## config.mk

```make
export PLATFORM = sky130hd
export DESIGN_NAME = fetch_ctrl_flat
export DESIGN_NICKNAME = d
export VERILOG_FILES = /design/src/rtl/fetch_ctrl_if.sv /design/src/rtl/fetch_ctrl.sv /design/src/flat_wrapper.sv
export SDC_FILE = /design/constraint.sdc
export NUM_CORES = 1
export LEC_CHECK = 0
export BUFFER_PORTS_ARGS = -buffer_cell sky130_fd_sc_hd__clkbuf_2
export CORE_MARGIN = 1.5
export CORE_UTILIZATION = 35
export DETAILED_ROUTE_END_ITERATION = 8
export PLACE_DENSITY = 0.57
export SLEW_MARGIN = 20
export SYNTH_ARGS = -nofsm -noshare
export SYNTH_HDL_FRONTEND = slang
export SYNTH_SLANG_ARGS = --single-unit
```

## constraint.sdc

```tcl
create_clock -name clk -period 7.3 [get_ports clk]
set_clock_uncertainty 0.2 [all_clocks]
set_input_delay 1.095 -clock clk [delete_from_list [all_inputs] [get_ports clk]]
set_output_delay 1.095 -clock clk [all_outputs]
set_load 0.01 [all_outputs]
```

## src/rtl/fetch_ctrl_if.sv

```systemverilog
// Fetch-controller bundle: run-control and redirect inputs from the pipeline,
// PC / IF-ID control and performance counters back to it.
interface fetch_ctrl_if #(
  parameter int ROM_ADDR_BITS = 10,
  parameter int CNT_W         = 32
);
  logic                     go;
  logic                     halt_req;
  logic                     stall;
  logic                     br_taken;
  logic [31:0]              br_target;
  logic                     jr;
  logic [31:0]              jr_target;
  logic                     jmp;
  logic [31:0]              jmp_target;
  logic [31:0]              if_pc;
  logic [31:0]              if_pc4;
  logic [ROM_ADDR_BITS-1:0] rom_addr;
  logic                     ifid_enable;
  logic                     ifid_flush;
  logic                     halted;
  logic [CNT_W-1:0]         total_cycles;
  logic [CNT_W-1:0]         uncondi_branch_num;
  logic [CNT_W-1:0]         condi_branch_num;
  logic [CNT_W-1:0]         bubble_num;

  // master = pipeline / run-control side, slave = fetch controller
  modport master (
    output go, halt_req, stall, br_taken, br_target, jr, jr_target, jmp, jmp_target,
    input  if_pc, if_pc4, rom_addr, ifid_enable, ifid_flush, halted,
           total_cycles, uncondi_branch_num, condi_branch_num, bubble_num
  );
  modport slave (
    input  go, halt_req, stall, br_taken, br_target, jr, jr_target, jmp, jmp_target,
    output if_pc, if_pc4, rom_addr, ifid_enable, ifid_flush, halted,
           total_cycles, uncondi_branch_num, condi_branch_num, bubble_num
  );
endinterface

```

## src/rtl/fetch_ctrl.sv

```systemverilog
// Instruction-fetch controller: PC register, redirect selection, halt/go
// run-control FSM, IF/ID enable/flush and performance counters.
module fetch_ctrl #(
  parameter int          ROM_ADDR_BITS = 10,
  parameter logic [31:0] RESET_PC      = 32'h0000_0000,
  parameter int          CNT_W         = 32,
  parameter int          GO_MODE       = 0,
  parameter int          SAT           = 0
) (
  input logic         clk,
  input logic         rst,
  fetch_ctrl_if.slave bus
);
  typedef enum logic {RUN = 1'b0, HALTED = 1'b1} state_t;

  localparam logic [CNT_W-1:0] CNT_ONE = {{(CNT_W-1){1'b0}}, 1'b1};

  state_t           state_reg;
  logic             halted_reg;
  logic             go_prev_reg;
  logic [31:0]      pc_reg;
  logic [31:0]      pc_plus4;
  logic [31:0]      pc_next;
  logic             active;
  logic             redirect;
  logic [3:0]       cnt_inc;
  logic [CNT_W-1:0] cnt_val [4];

  assign pc_plus4 = pc_reg + 32'd4;
  // In level mode a halted core still fetches while go is held: single-step.
  assign active   = (state_reg == RUN && !bus.halt_req) ||
                    (state_reg == HALTED && GO_MODE == 0 && bus.go);
  assign redirect = active && (bus.br_taken || bus.jr || bus.jmp);

  always_comb begin
    pc_next = pc_reg;
    if (active) begin
      if (bus.br_taken)   pc_next = bus.br_target;
      else if (bus.jr)    pc_next = bus.jr_target;
      else if (bus.jmp)   pc_next = bus.jmp_target;
      else if (!bus.stall) pc_next = pc_plus4;
    end
  end

  always_ff @(posedge clk) begin
    if (rst) begin
      state_reg   <= RUN;
      halted_reg  <= 1'b0;
      go_prev_reg <= 1'b0;
      pc_reg      <= RESET_PC;
    end else begin
      go_prev_reg <= bus.go;
      pc_reg      <= pc_next;
      case (state_reg)
        RUN: begin
          if (bus.halt_req) begin
            state_reg  <= HALTED;
            halted_reg <= 1'b1;
          end
        end
        HALTED: begin
          if (GO_MODE == 1 && bus.go && !go_prev_reg) begin
            state_reg  <= RUN;
            halted_reg <= 1'b0;
          end
        end
      endcase
    end
  end

  // Counter order: total cycles, unconditional, conditional, bubbles.
  assign cnt_inc[0] = (state_reg == RUN) || active;
  assign cnt_inc[1] = redirect && !bus.br_taken;
  assign cnt_inc[2] = redirect && bus.br_taken;
  assign cnt_inc[3] = (active && bus.stall && !redirect) || redirect;

  genvar gi;
  generate
    for (gi = 0; gi < 4; gi++) begin : g_cnt
      logic [CNT_W-1:0] cnt_reg;
      always_ff @(posedge clk) begin
        if (rst) begin
          cnt_reg <= '0;
        end else if (cnt_inc[gi] && !(SAT != 0 && (&cnt_reg))) begin
          cnt_reg <= cnt_reg + CNT_ONE;
        end
      end
      assign cnt_val[gi] = cnt_reg;
    end
  endgenerate

  assign bus.if_pc              = pc_reg;
  assign bus.if_pc4             = pc_plus4;
  assign bus.rom_addr           = pc_reg[ROM_ADDR_BITS+1:2];
  assign bus.ifid_enable        = (active && !bus.stall) || redirect;
  assign bus.ifid_flush         = redirect;
  assign bus.halted             = halted_reg;
  assign bus.total_cycles       = cnt_val[0];
  assign bus.uncondi_branch_num = cnt_val[1];
  assign bus.condi_branch_num   = cnt_val[2];
  assign bus.bubble_num         = cnt_val[3];
endmodule

```

## src/flat_wrapper.sv

```systemverilog
// flat-port wrapper written by rule: the top's interface ports become plain ports
module fetch_ctrl_flat 
#(
  parameter int          ROM_ADDR_BITS = 10,
  parameter logic [31:0] RESET_PC      = 32'h0000_0000,
  parameter int          CNT_W         = 32,
  parameter int          GO_MODE       = 0,
  parameter int          SAT           = 0
)
  (clk, rst, bus_go, bus_halt_req, bus_stall, bus_br_taken, bus_br_target, bus_jr, bus_jr_target, bus_jmp, bus_jmp_target, bus_if_pc, bus_if_pc4, bus_rom_addr, bus_ifid_enable, bus_ifid_flush, bus_halted, bus_total_cycles, bus_uncondi_branch_num, bus_condi_branch_num, bus_bubble_num);
  fetch_ctrl_if #(.ROM_ADDR_BITS(ROM_ADDR_BITS), .CNT_W(CNT_W)) bus_i ();
  input logic clk;
  input logic rst;
  input wire logic [$bits(bus_i.go)-1:0] bus_go;
  input wire logic [$bits(bus_i.halt_req)-1:0] bus_halt_req;
  input wire logic [$bits(bus_i.stall)-1:0] bus_stall;
  input wire logic [$bits(bus_i.br_taken)-1:0] bus_br_taken;
  input wire logic [$bits(bus_i.br_target)-1:0] bus_br_target;
  input wire logic [$bits(bus_i.jr)-1:0] bus_jr;
  input wire logic [$bits(bus_i.jr_target)-1:0] bus_jr_target;
  input wire logic [$bits(bus_i.jmp)-1:0] bus_jmp;
  input wire logic [$bits(bus_i.jmp_target)-1:0] bus_jmp_target;
  output wire logic [$bits(bus_i.if_pc)-1:0] bus_if_pc;
  output wire logic [$bits(bus_i.if_pc4)-1:0] bus_if_pc4;
  output wire logic [$bits(bus_i.rom_addr)-1:0] bus_rom_addr;
  output wire logic [$bits(bus_i.ifid_enable)-1:0] bus_ifid_enable;
  output wire logic [$bits(bus_i.ifid_flush)-1:0] bus_ifid_flush;
  output wire logic [$bits(bus_i.halted)-1:0] bus_halted;
  output wire logic [$bits(bus_i.total_cycles)-1:0] bus_total_cycles;
  output wire logic [$bits(bus_i.uncondi_branch_num)-1:0] bus_uncondi_branch_num;
  output wire logic [$bits(bus_i.condi_branch_num)-1:0] bus_condi_branch_num;
  output wire logic [$bits(bus_i.bubble_num)-1:0] bus_bubble_num;
  assign bus_i.go = bus_go;
  assign bus_i.halt_req = bus_halt_req;
  assign bus_i.stall = bus_stall;
  assign bus_i.br_taken = bus_br_taken;
  assign bus_i.br_target = bus_br_target;
  assign bus_i.jr = bus_jr;
  assign bus_i.jr_target = bus_jr_target;
  assign bus_i.jmp = bus_jmp;
  assign bus_i.jmp_target = bus_jmp_target;
  assign bus_if_pc = bus_i.if_pc;
  assign bus_if_pc4 = bus_i.if_pc4;
  assign bus_rom_addr = bus_i.rom_addr;
  assign bus_ifid_enable = bus_i.ifid_enable;
  assign bus_ifid_flush = bus_i.ifid_flush;
  assign bus_halted = bus_i.halted;
  assign bus_total_cycles = bus_i.total_cycles;
  assign bus_uncondi_branch_num = bus_i.uncondi_branch_num;
  assign bus_condi_branch_num = bus_i.condi_branch_num;
  assign bus_bubble_num = bus_i.bubble_num;
  fetch_ctrl #(.ROM_ADDR_BITS(ROM_ADDR_BITS), .RESET_PC(RESET_PC), .CNT_W(CNT_W), .GO_MODE(GO_MODE), .SAT(SAT)) u_core (.clk(clk), .rst(rst), .bus(bus_i));
endmodule
```

-- Word-level counts from Yosys, hierarchy flattened
Index checks and enable logic that the tools add are counted.
- bits in registers: 162
- input bits: 104
- output and inout port bits: 205
- word-level logic and storage cells: 40
- bitwise logic cells: 1
- multiplexer cells: 6
- add/sub/neg operators: 5
- reductions and logical operators: 20
- eq/ne operators: 1
- operators with widths (kind ; count):
    32-bit by 1-bit adder with 32-bit output, second input constant ; 4
    32-bit two-way mux ; 4
    32-bit by 3-bit adder with 32-bit output, second input constant ; 1
    1-bit logical AND ; 8
    1-bit logical OR ; 6
    1-bit zero test ; 4
    4-bit by 1-bit inequality test with 1-bit output, second input constant ; 1
    2-bit AND reduction ; 2
    1-bit two-way mux ; 2
    1-bit NOT ; 1

-- Longest topological paths before layout
- depth in word-level cells: 7
- mapped depth: 8

-- Worst setup path after synthesis
No wires, ideal clock.
- path type: input-to-output
- from: input port bus_halt_req
- to: output port bus_ifid_enable
- required time: 6.005 ns
- arrival time: 2.193 ns
- stages: 6
- slack: 3.812 ns
- cells stage by stage: nor2b_1 -> buf_4 -> a211o_1 -> buf_2 -> clkinv_1 -> clkbuf_1
- word-level cells in the longest chain between the ends: 5
- elaborated cells on any way between the ends: 6
- classes of those cells: reduce/logical: 6
- ends and longest elaborated chain (what ; line ; source):
    from (decl) ; flat_wrapper.sv:15 ; input wire logic [$bits(bus_i.halt_req)-1:0] bus_halt_req;
    1-bit zero test * ; fetch_ctrl.sv:31 ; assign active = (state_reg == RUN && !bus.halt_req) ||
    1-bit logical AND * ; fetch_ctrl.sv:31 ;
    1-bit logical OR * ; fetch_ctrl.sv:31 ;
    1-bit logical AND (on tied branches) ; fetch_ctrl.sv:95, fetch_ctrl.sv:33 ;
    1-bit logical OR * ; fetch_ctrl.sv:95 ; assign bus.ifid_enable = (active && !bus.stall) || redirect;
    to (decl) ; flat_wrapper.sv:26 ; output wire logic [$bits(bus_i.ifid_enable)-1:0] bus_ifid_enable;
Every way passes the cells marked *; elsewhere a longest branch is shown, timed or not.

-- Worst setup path in the final report
Ends and elaborated chain as after synthesis.

==> results.py <==
metrics = {
    "status": {
        "outcome": "complete, no violations",
    },
    "global_route": {
        "grt_pass1_vias": 8190,
        "grt_pass1_wl_mm": 45.88,
        "antenna_found_initial": 0,
        "grt-ovfl-total": 0,
        "grt_use_total": 0.2190,
        "grt_start_max_net_pins": 84,
    },
    "sta": {
        "finalMaxSlewViolations": 0,
        "setup_violations": 0,
        "slew_headroom": 0.2796,
        "fin_crit_sh": 0.5620,
        "worst_pin_slew_ns": 1.072,
        "setup-tns-final_ns": 0,
        "max_freq_ghz": 0.2438,
        "period_minus_slack_ns": 4.102,
        "grt_setup_unrepaired": "false",
        "hold_viol": 0,
    },
    "power_and_ir_drop": {
        "powerDensity_nw_per_um2": 189.8,
        "leakage_uw": 0.004575,
        "ir_drop_mv": 0.1235,
    },
    "placement": {
        "place_hpwl_mm": 21.38,
        "port_buffers": 308,
        "dp_cells": 1670,
        "finalWeightedCongestion": 0.8419,
    },
    "detailed_routing": {
        "ant_nets": 0,
        "wl_mm": 29.63,
        "wl_per_cell_microns": 17.42,
        "drc": 0,
        "dr_total_vias": 9060,
        "drtIter0Drc": 632,
        "vias_per_cell": 5.326,
        "dr.pass1.iters": 5,
    },
    "setup_path": {
        "path_cells": "clkbuf_2 > nor2b_1 > a211o_1 > buf_4 > clkinv_1 > clkbuf_2",
        "r2r_slack_ns": 4.29,
        "crit_fanout": 28,
        "crit_arrival_ns": 2.81,
        "crit_top_cell": "clkbuf_2",
        "cp.required_ns": 6.00,
        "crit_slowest_cell": "nor2b_1",
        "worst-path-buf-inv": 4,
        "cp-end-kind": "primary output",
        "cp_top_family": "simple AND/OR/NAND/NOR gates",
        "cp_slowest_stage_delay_ns": 0.81,
        "worstSetupPathType": "in2out",
        "start_kind": "primary input",
    },
    "clocking": {
        "cts_setup_buffers": 0,
        "path_clk_slew_ns": 0.06,
        "cts-resized-gates": 0,
        "cts_buffers": 17,
        "cts_sinks": 162,
        "cts_tree": "yes",
        "root_buffer": "clkbuf_16",
        "clockBufferDepth": 2,
        "insertion_delay_ns": 0.41,
        "hold_buffers": 0,
        "clock_tree.htree_level_count": 4,
    },
    "layout": {
        "area_growth_syn_to_layout_pct": 24.99,
        "layout-drive-gt1-share": 0.2757,
        "fillers": 2602,
        "multiInputGateArea_sq_um": 5204,
        "stdcell_count": 1701,
        "seq_area_sq_um": 3243,
        "final_nets": 1468,
        "diodes": 0,
    },
    "logic_synthesis": {
        "syn_avg_cell_area_sq_um": 8.084,
        "synth_top_cell_by_area": "dfxtp_1",
        "synthAdderAreaFrac": 0.007035,
        "netlist_area_sq_um": 8892,
        "async_flop_share": 0,
        "muxShareOfSynthArea": 0.01168,
        "synth-simple-area-share": 0.3162,
        "seq_area_frac_synth": 0.3647,
        "netlist_instances": 1100,
        "synth_top_cell_area_share": 0.3647,
        "synth_top_family_by_area": "simple AND/OR/NAND/NOR gates",
        "synth-main-ff-cell": "dfxtp_1",
        "synth_compound_area_frac": 0.1365,
        "ys_types": 66,
        "synthXorXnorAreaFrac": 0.1133,
        "ys_top_cells_by_area": "dfxtp_1 36%, xor2_1 6.1%, nor2_1 5.6%",
        "synth_seq_cells": 162,
        "yosysWarnings": 0,
        "synth_edf_count": 0,
        "synth_nets": 1209,
    },
    "floorplanning": {
        "rows": 58,
        "coreArea_sq_um": 25040,
        "die_y_microns": 162.4,
        "pin_count": 309,
        "die_x_microns": 162.4,
        "die_area_sq_um": 26370,
        "start_util": 0.3552,
    },
    "worst_hold_path": {
        "hold_class": "reg2reg",
    },
    "flow_run": {
        "max_cap_viol_count": 0,
    },
}
## Yosys cell counts, types with 14 or more instances
| cell | count |
|---|---|
| and3_1 | 25 |
| and4_1 | 21 |
| nand3_1 | 54 |
| or3_1 | 31 |
| nor2_1 | 133 |
| o21ai_0 | 52 |
| inv_1 | 21 |
| buf_4 | 14 |
| a31oi_1 | 16 |
| nand4_1 | 51 |
| a21oi_1 | 54 |
| nor3_1 | 33 |
| dfxtp_1 | 162 |
| xnor2_1 | 53 |
| xor2_1 | 62 |
| nand2_1 | 88 |
| clkbuf_1 | 44 |
| nor4_1 | 23 |
## path summary, 6_finish.rpt
path	start	endpoint	depth (start not counted)
setup / recovery	bus_halt_req	bus_ifid_enable	6
hold / removal	u_core.bus.halted$_SDFFE_PP0P_	u_core.bus.halted$_SDFFE_PP0P_	2
hold reg to reg	u_core.bus.halted$_SDFFE_PP0P_	u_core.bus.halted$_SDFFE_PP0P_	2
setup reg to reg	u_core.state_reg$_SDFF_PP0_	u_core.bus.bubble_num[31]$_SDFFE_PP0P_	5
## cells by family after synthesis
group	Yosys count
multiplexers	10
buffers and inverters	99
AND/OR/NAND/NOR	516
AO/OA/AOI/OAI	193
adder cells (fa/ha/maj)	5
XOR/XNOR	115
flip-flops	162
## layout by cell type (no fill, tap or decap), types with 51 or more instances in the layout
| master | Yosys | final |
|---|---|---|
| nand4_1 | 51 | 51 |
| dfxtp_1 | 162 | 162 |
| xnor2_1 | 53 | 53 |
| xor2_1 | 62 | 62 |
| nand2_1 | 88 | 88 |
| clkbuf_2 | 1 | 307 |
| a21oi_1 | 54 | 54 |
| nand3_1 | 54 | 54 |
| nor2_1 | 133 | 133 |
| o21ai_0 | 52 | 52 |
## report_power, final
part	internal (uW)	switching (uW)
Sequential	908	47.7
Combinational	111	165
Clock	485	392
## cell type report
cell class                      instances  share of cell area
Inverter                               23            0.007768
Clock inverter                         12             0.01092
Timing Repair Buffer                  316              0.1443
Multi-Input combinational cell        839              0.4682
Sequential cell                       162              0.2918
Tap cell                              330             0.03715
Clock buffer                           19             0.03985
## metal layers
layer  wire [microns]  vias to the layer above  track usage
li1                 -                     4493            -
met1            13640                     4269       0.2910
met2            13970                      279       0.3625
met3             1603                       19      0.04354
met4              409                        0      0.05671
met5                0                        -            0
## through the flow
step	power [uW]	worst slack [ns]	util	hold slack (ns)	area (sq um)
2_1_floorplan	1129	3.812	-	0.2752	8892
3_3_place_gp	1252	3.154	0.4214	0.2568	10550
3_5_place_dp	1253	3.128	0.4214	0.2678	10550
4_1_cts	2139	3.197	0.4439	0.2913	11110
5_1_grt	2212	3.058	0.4439	0.3243	11110
6_report	2109	3.198	0.4439	0.2876	11110
## worst min-delay path, stage by stage (launching register included)
cell     delay (ns)
dfxtp_1        0.33
nor2_1         0.05
nor2_1         0.08
No activity file was read; power rests on OpenSTA's default activity.
